[src/rtl/pl_fetch_pc.sv]
// pl_fetch_pc: instruction fetch program-counter stage.
// Holds the PC, drives the instruction memory address, and reports which
// cycles carry a real fetch. Branch redirects from EX win over stalls.
// Optional halt detection is enabled by defining FETCH_HALT_DETECT_EN.
// Without it, opcode 5'b11111 is fetched like any other instruction.
module pl_fetch_pc #(
  parameter int                      PROG_CTR_WID = 10,
  parameter logic [PROG_CTR_WID-1:0] RESET_VECTOR = '0
) (
  input  logic                    clk,
  input  logic                    rst,
  input  logic                    branch_taken_EX,
  input  logic [PROG_CTR_WID-1:0] branch_target_EX,
  input  logic                    stall_IF,
  input  logic [15:0]             instr_mem_out,
  output logic [PROG_CTR_WID-1:0] instr_mem_addr,
  output logic [PROG_CTR_WID-1:0] fetch_pc_IF,
  output logic                    fetch_valid,
  output logic                    halted,
  output logic                    pc_wrap,
  output logic [15:0]             fetch_count
);

  localparam logic [1:0] ST_BOOT = 2'd0;
  localparam logic [1:0] ST_RUN  = 2'd1;
  localparam logic [1:0] ST_HALT = 2'd2;

  localparam logic [PROG_CTR_WID-1:0] PC_ONE = {{(PROG_CTR_WID-1){1'b0}}, 1'b1};

  logic [1:0]              state;
  logic [1:0]              state_nxt;
  logic [PROG_CTR_WID-1:0] pc;
  logic [PROG_CTR_WID-1:0] pc_nxt;
  logic [PROG_CTR_WID-1:0] pc_inc;
  logic                    accept;
  logic                    halt_op;
  logic                    wrap_now;

  assign pc_inc         = pc + PC_ONE;
  assign instr_mem_addr = pc;

  // A fetch is real only while running with no stall and no redirect.
  assign accept      = (state == ST_RUN) && !stall_IF && !branch_taken_EX;
  assign fetch_valid = accept;

  // The PC wraps only when a real increment rolls over from all-ones.
  assign wrap_now = accept && !halt_op && (&pc);

`ifdef FETCH_HALT_DETECT_EN
  logic unused_instr_low;
  assign unused_instr_low = ^instr_mem_out[10:0];
  assign halt_op          = accept && (instr_mem_out[15:11] == 5'b11111);
`else
  logic unused_instr_all;
  assign unused_instr_all = ^instr_mem_out;
  assign halt_op          = 1'b0;
`endif

  // Next state and next PC; BOOT ignores redirects so reset always starts clean.
  always_comb begin
    state_nxt = state;
    pc_nxt    = pc;
    case (state)
      ST_BOOT: begin
        state_nxt = ST_RUN;
      end
      ST_RUN: begin
        if (branch_taken_EX) begin
          pc_nxt = branch_target_EX;
        end else if (!stall_IF) begin
          if (halt_op) begin
            state_nxt = ST_HALT;
          end else begin
            pc_nxt = pc_inc;
          end
        end
      end
      ST_HALT: begin
        if (branch_taken_EX) begin
          pc_nxt    = branch_target_EX;
          state_nxt = ST_RUN;
        end
      end
      default: begin
        state_nxt = ST_BOOT;
      end
    endcase
  end

  // PC and FSM state registers.
  always_ff @(posedge clk or posedge rst) begin
    if (rst) begin
      pc    <= RESET_VECTOR;
      state <= ST_BOOT;
    end else begin
      pc    <= pc_nxt;
      state <= state_nxt;
    end
  end

  // Remember the address of the instruction handed downstream.
  always_ff @(posedge clk or posedge rst) begin
    if (rst) begin
      fetch_pc_IF <= RESET_VECTOR;
    end else if (accept) begin
      fetch_pc_IF <= pc;
    end
  end

  // Saturating count of accepted fetches.
  always_ff @(posedge clk or posedge rst) begin
    if (rst) begin
      fetch_count <= 16'h0000;
    end else if (accept && (fetch_count != 16'hFFFF)) begin
      fetch_count <= fetch_count + 16'd1;
    end
  end

  // Sticky wrap flag, cleared only by reset.
  always_ff @(posedge clk or posedge rst) begin
    if (rst) begin
      pc_wrap <= 1'b0;
    end else if (wrap_now) begin
      pc_wrap <= 1'b1;
    end
  end

`ifdef FETCH_HALT_DETECT_EN
  // Registered halt indicator tracks entry to and exit from HALT.
  always_ff @(posedge clk or posedge rst) begin
    if (rst) begin
      halted <= 1'b0;
    end else begin
      halted <= (state_nxt == ST_HALT);
    end
  end
`else
  assign halted = 1'b0;
`endif

endmodule
[config.mk]
export PLATFORM = sky130hd
export DESIGN_NAME = pl_fetch_pc
export DESIGN_NICKNAME = d
export VERILOG_FILES = /design/src/rtl/pl_fetch_pc.sv
export SDC_FILE = /design/constraint.sdc
export NUM_CORES = 1
export LEC_CHECK = 0
export CORE_ASPECT_RATIO = 1.2
export CORE_MARGIN = 2
export CORE_UTILIZATION = 40
export DETAILED_ROUTE_END_ITERATION = 8
export GPL_TIMING_DRIVEN = 0
export PLACE_DENSITY = 0.87
export SETUP_SLACK_MARGIN = 0.1
export SYNTH_ARGS = -nofsm -noshare
export SYNTH_HDL_FRONTEND = slang
export SYNTH_SLANG_ARGS = --single-unit
export TNS_END_PERCENT = 1
[constraint.sdc]
create_clock -name clk -period 1.9 [get_ports clk]
set_input_delay 0.19 -clock clk [delete_from_list [all_inputs] [get_ports clk]]
set_output_delay 0.19 -clock clk [all_outputs]
set_load 0.02 [all_outputs]
==> run summary <==
The number of pins with negative max-slew slack in the final report is 0, and the post-route fraction of the period consumed by the critical path is 1.05. By area the synthesized netlist is led by dfrtp_1 (51%), nand2_1 (7.6%), nand3_1 (3.5%), xor2_1 (2.8%), a21oi_1 (2.4%). The logs give 38 for the number of sinks handled by clock tree synthesis and 3200 µm for the detailed placement HPWL. The tools report the row count as 27. The final hold violation count was 0.

The transition time at the pin with the least slew margin was 0.778 ns. Worst-case hold slack: 0.359 ns. In the final design database the tool counted 292 nets. The worst clock skew on the final layout was 0.00357 ns. OpenSTA, run right after detailed placement, puts the worst setup slack at -0.616 ns. Setup violations remaining at the end of the flow were counted as 3. The tools report the relative max-transition margin as 0.481.

Depth of the worst register-to-register path: 6. STA classifies the critical path endpoint as a flip-flop. The vias per cell was 5.58. The category of the most critical setup path is reg2reg. The core area is 4560 µm², and the net count after synthesis is 232.

TritonCTS built the clock tree. The maximum net fanout on the critical path works out to 4. After clock tree synthesis, the clock-pin slew on the worst setup and hold paths is 0.07 ns. For the maximum vdd drop, the log shows 0.543 mV. The signal on the critical path passes through buf_6, or3b_4, buf_6, or4_4, nor2_4, mux2_4. After synthesis, the netlist uses 46 different library cells.

Entering global routing, the biggest net connects 39 pins. In this run the vertical extent of the chip is 79.0 µm. The tightest min-delay check is of the in2async type. The share of Yosys cell area claimed by the top area cell type was 0.507. The first global-routing pass estimated 7730 µm of wire. Placed instance area: 2460 µm². For flop-to-flop paths, the worst setup slack is -0.1 ns.

The largest total area in the synthesized netlist belongs to dfrtp_1. Dividing total power by cell area gives a power density of 948 nW/µm². The width of the die works out to 66.5 µm.

The predominant post-synthesis flop cell is dfrtp_1. For the initial antenna violation count, the log shows 0. The tools report the total routing resource utilization after global routing as 0.192. The commonest non-fill, non-tap cell in the layout is clkdlybuf4s50_1. Summing all non-filler instances in the final layout gives an area of 2680 µm².

The via count of the first global-routing pass came out at 1663. The layout has 415 filler cells. Setup repair after global routing could not meet its margin everywhere.

The cell with the largest stage delay on the worst path was or4_4. The cell repeated most along the worst path is buf_6. From synthesis to final layout, the design area changed by 42.6%. The endpoint identified for the worst register-to-register timing path is fetch_count[15]. The run finished, with violations left. The detailed router finished its first iteration with 114 violations. The tools report the setup slack of the critical path after layout as -0.0961 ns.

The floorplan step defined a die boundary enclosing 5260 µm². Number of enable flip-flop cells after synthesis: 0. The mean cell area of the mapped netlist was 9.38 µm².

The startpoint type of the worst setup path was a flip-flop. The Yosys step of the flow raised 0 warnings. For the leftover overflow at the end of global routing, the log shows 0. The checks that failed: setup timing. Fraction of final layout cells with drive strength greater than 1: 0.130. The top cell types in the final layout, fill and taps aside, are clkdlybuf4s50_1 (50), nand2_1 (38), dfrtp_1 (38). Clock tree synthesis selected as its root buffer the cell clkbuf_8. The routed design could run at a clock period as short as 2.00 ns. The number of maximum-capacitance constraint violations is 0. The clock passes through at most 2 buffers.

The run gives 2 as the H-tree depth reported by CTS. The run gives 200 as the synthesized netlist cell count. At the worst endpoint, the required time is 2.08 ns. The cell area after synthesis was 1880 µm²; the number of diodes was 0. The worst register-to-register path begins at state[0]. For this run, the slowest stage of the critical path takes 0.55 ns. The aggregate routed wire length was 4630 µm. Count of input and output buffers: 51.

Synthesis inferred 38 register bits. Based on the critical path, the design can be clocked at up to 501 MHz. For this run, design rule violations remaining after detail routing come to 0.

69 I/O pins were placed. The final estimated routing congestion in global placement was 0.858. At the worst endpoint, the arrival time is 2.17 ns.

The via count was 1781. The detail route stage leaves a number of antenna-violating nets equal to 0. The fraction of synthesis flops using an asynchronous set or reset pin came out at 1.00.

The register area share after synthesis came out at 0.507. The detailed-routing iteration count for the pre-antenna-repair pass was 5. The clock reaches the later pin of the worst-skew pair after 0.29 ns. The analysis attributes to cell leakage a power of 1.15 nW. Clock tree synthesis inserted a total of 5 buffers. The effective utilization at floorplan came out at 0.412.

After detailed routing, the average wire length per cell comes to 14.5 µm.
==> metrics by stage <==
stage | TNS [ns] | utilization | total power [W] | std cells
finish | -0.129 | 0.587 | 0.00254 | 319
detailed placement | -5.10 | 0.539 | 0.00187 | 309
global placement | -4.65 | 0.539 | 0.00185 | 309
global route | -0.793 | 0.587 | 0.00268 | 319
floorplan | -0.0884 | - | 0.00148 | 200
CTS | -0.164 | 0.581 | 0.00255 | 319
==> worst max-delay path, delay by kind of cell, from the launching register on <==
family,cells,cell delay (ns)
mux,1,0.30
flops,1,0.34
simple gates,3,1.02
buf+inv,2,0.23
==> state kept, by name, summed over array words and instances, names as in the netlist <==
name	cells
fetch_count	16
fetch_pc_IF	10
instr_mem_addr	10
pc_wrap	1
state	1
==> metal layers <==
layer  GRT usage  routed length (µm)  vias to the layer above
met2       0.325                2380                       75
li1            -                   -                      830
met3      0.0467                 273                       11
met5           0                   0                        -
met1       0.235                1880                      865
met4      0.0673                  92                        0
==> how the worst max path moves through the flow <==
| stage | depth (start not counted) | to | slack (ns) | from |
|---|---|---|---|---|
| 3_3_place_gp | 6 | fetch_valid | -0.61 | stall_IF |
| 4_1_cts | 6 | fetch_count[15] | -0.13 | state[0] |
| 5_1_grt | 6 | fetch_count[15] | -0.15 | state[0] |
| 6_report | 6 | fetch_count[15] | -0.1 | state[0] |
| 2_1_floorplan | 6 | fetch_count[15] | -0.09 | state[0] |
| 3_5_place_dp | 6 | fetch_valid | -0.62 | stall_IF |
==> area by class of cell <==
type	count	area, µm²	area share
clock buffer	5	68.8	0.0257
timing repair buffer	53	523	0.195
multi-input combinational	146	921	0.344
buffer	8	68.8	0.0257
clock inverter	3	40.0	0.0150
sequential	38	951	0.355
tap	58	72.6	0.0271
inverter	8	31.3	0.0117
==> cells in the mapped netlist, types with 2 or more instances <==
| library cell | n |
|---|---|
| or2_2 | 2 |
| buf_4 | 2 |
| nor3_1 | 4 |
| xnor2_1 | 2 |
| clkbuf_1 | 3 |
| o211ai_1 | 2 |
| nand3_1 | 13 |
| a21oi_1 | 9 |
| o311ai_0 | 3 |
| xor2_1 | 6 |
| buf_2 | 2 |
| o31ai_1 | 3 |
| inv_1 | 7 |
| nor4_1 | 4 |
| nor2_1 | 9 |
| conb_1 | 2 |
| nand4_1 | 5 |
| o21ai_0 | 8 |
| a31oi_1 | 5 |
| mux2i_1 | 4 |
| and3_1 | 4 |
| dfrtp_1 | 38 |
| nand2_1 | 38 |
| mux2_2 | 2 |
| ha_1 | 2 |
==> cell families after synthesis <==
group / after synthesis / share of synthesized area
AO/OA/AOI/OAI: 40 / 0.139
XOR/XNOR: 8 / 0.0373
flip-flops: 38 / 0.507
adder cells (fa/ha/maj): 2 / 0.0133
other: 2 / 0.00400
AND/OR/NAND/NOR: 88 / 0.229
buffers and inverters: 16 / 0.0373
multiplexers: 6 / 0.0333
==> report_power, final <==
part           internal, W  total (W)  leakage (nW)  switching (W)
clock network     0.000386   0.000666        0.0579       0.000280
logic             0.000369   0.000753         0.607       0.000384
registers         0.000941    0.00112         0.482       0.000176
total              0.00170    0.00254          1.15       0.000840
==> timing repair <==
item	4_1_cts	5_1_grt
gates resized for setup	22	9
hold buffers	0	0
pin swaps	6	3
endpoints found under the hold margin	0	0
buffers inserted	2	0
setup endpoints to repair	16	24
(Power assumes the default switching activity.)
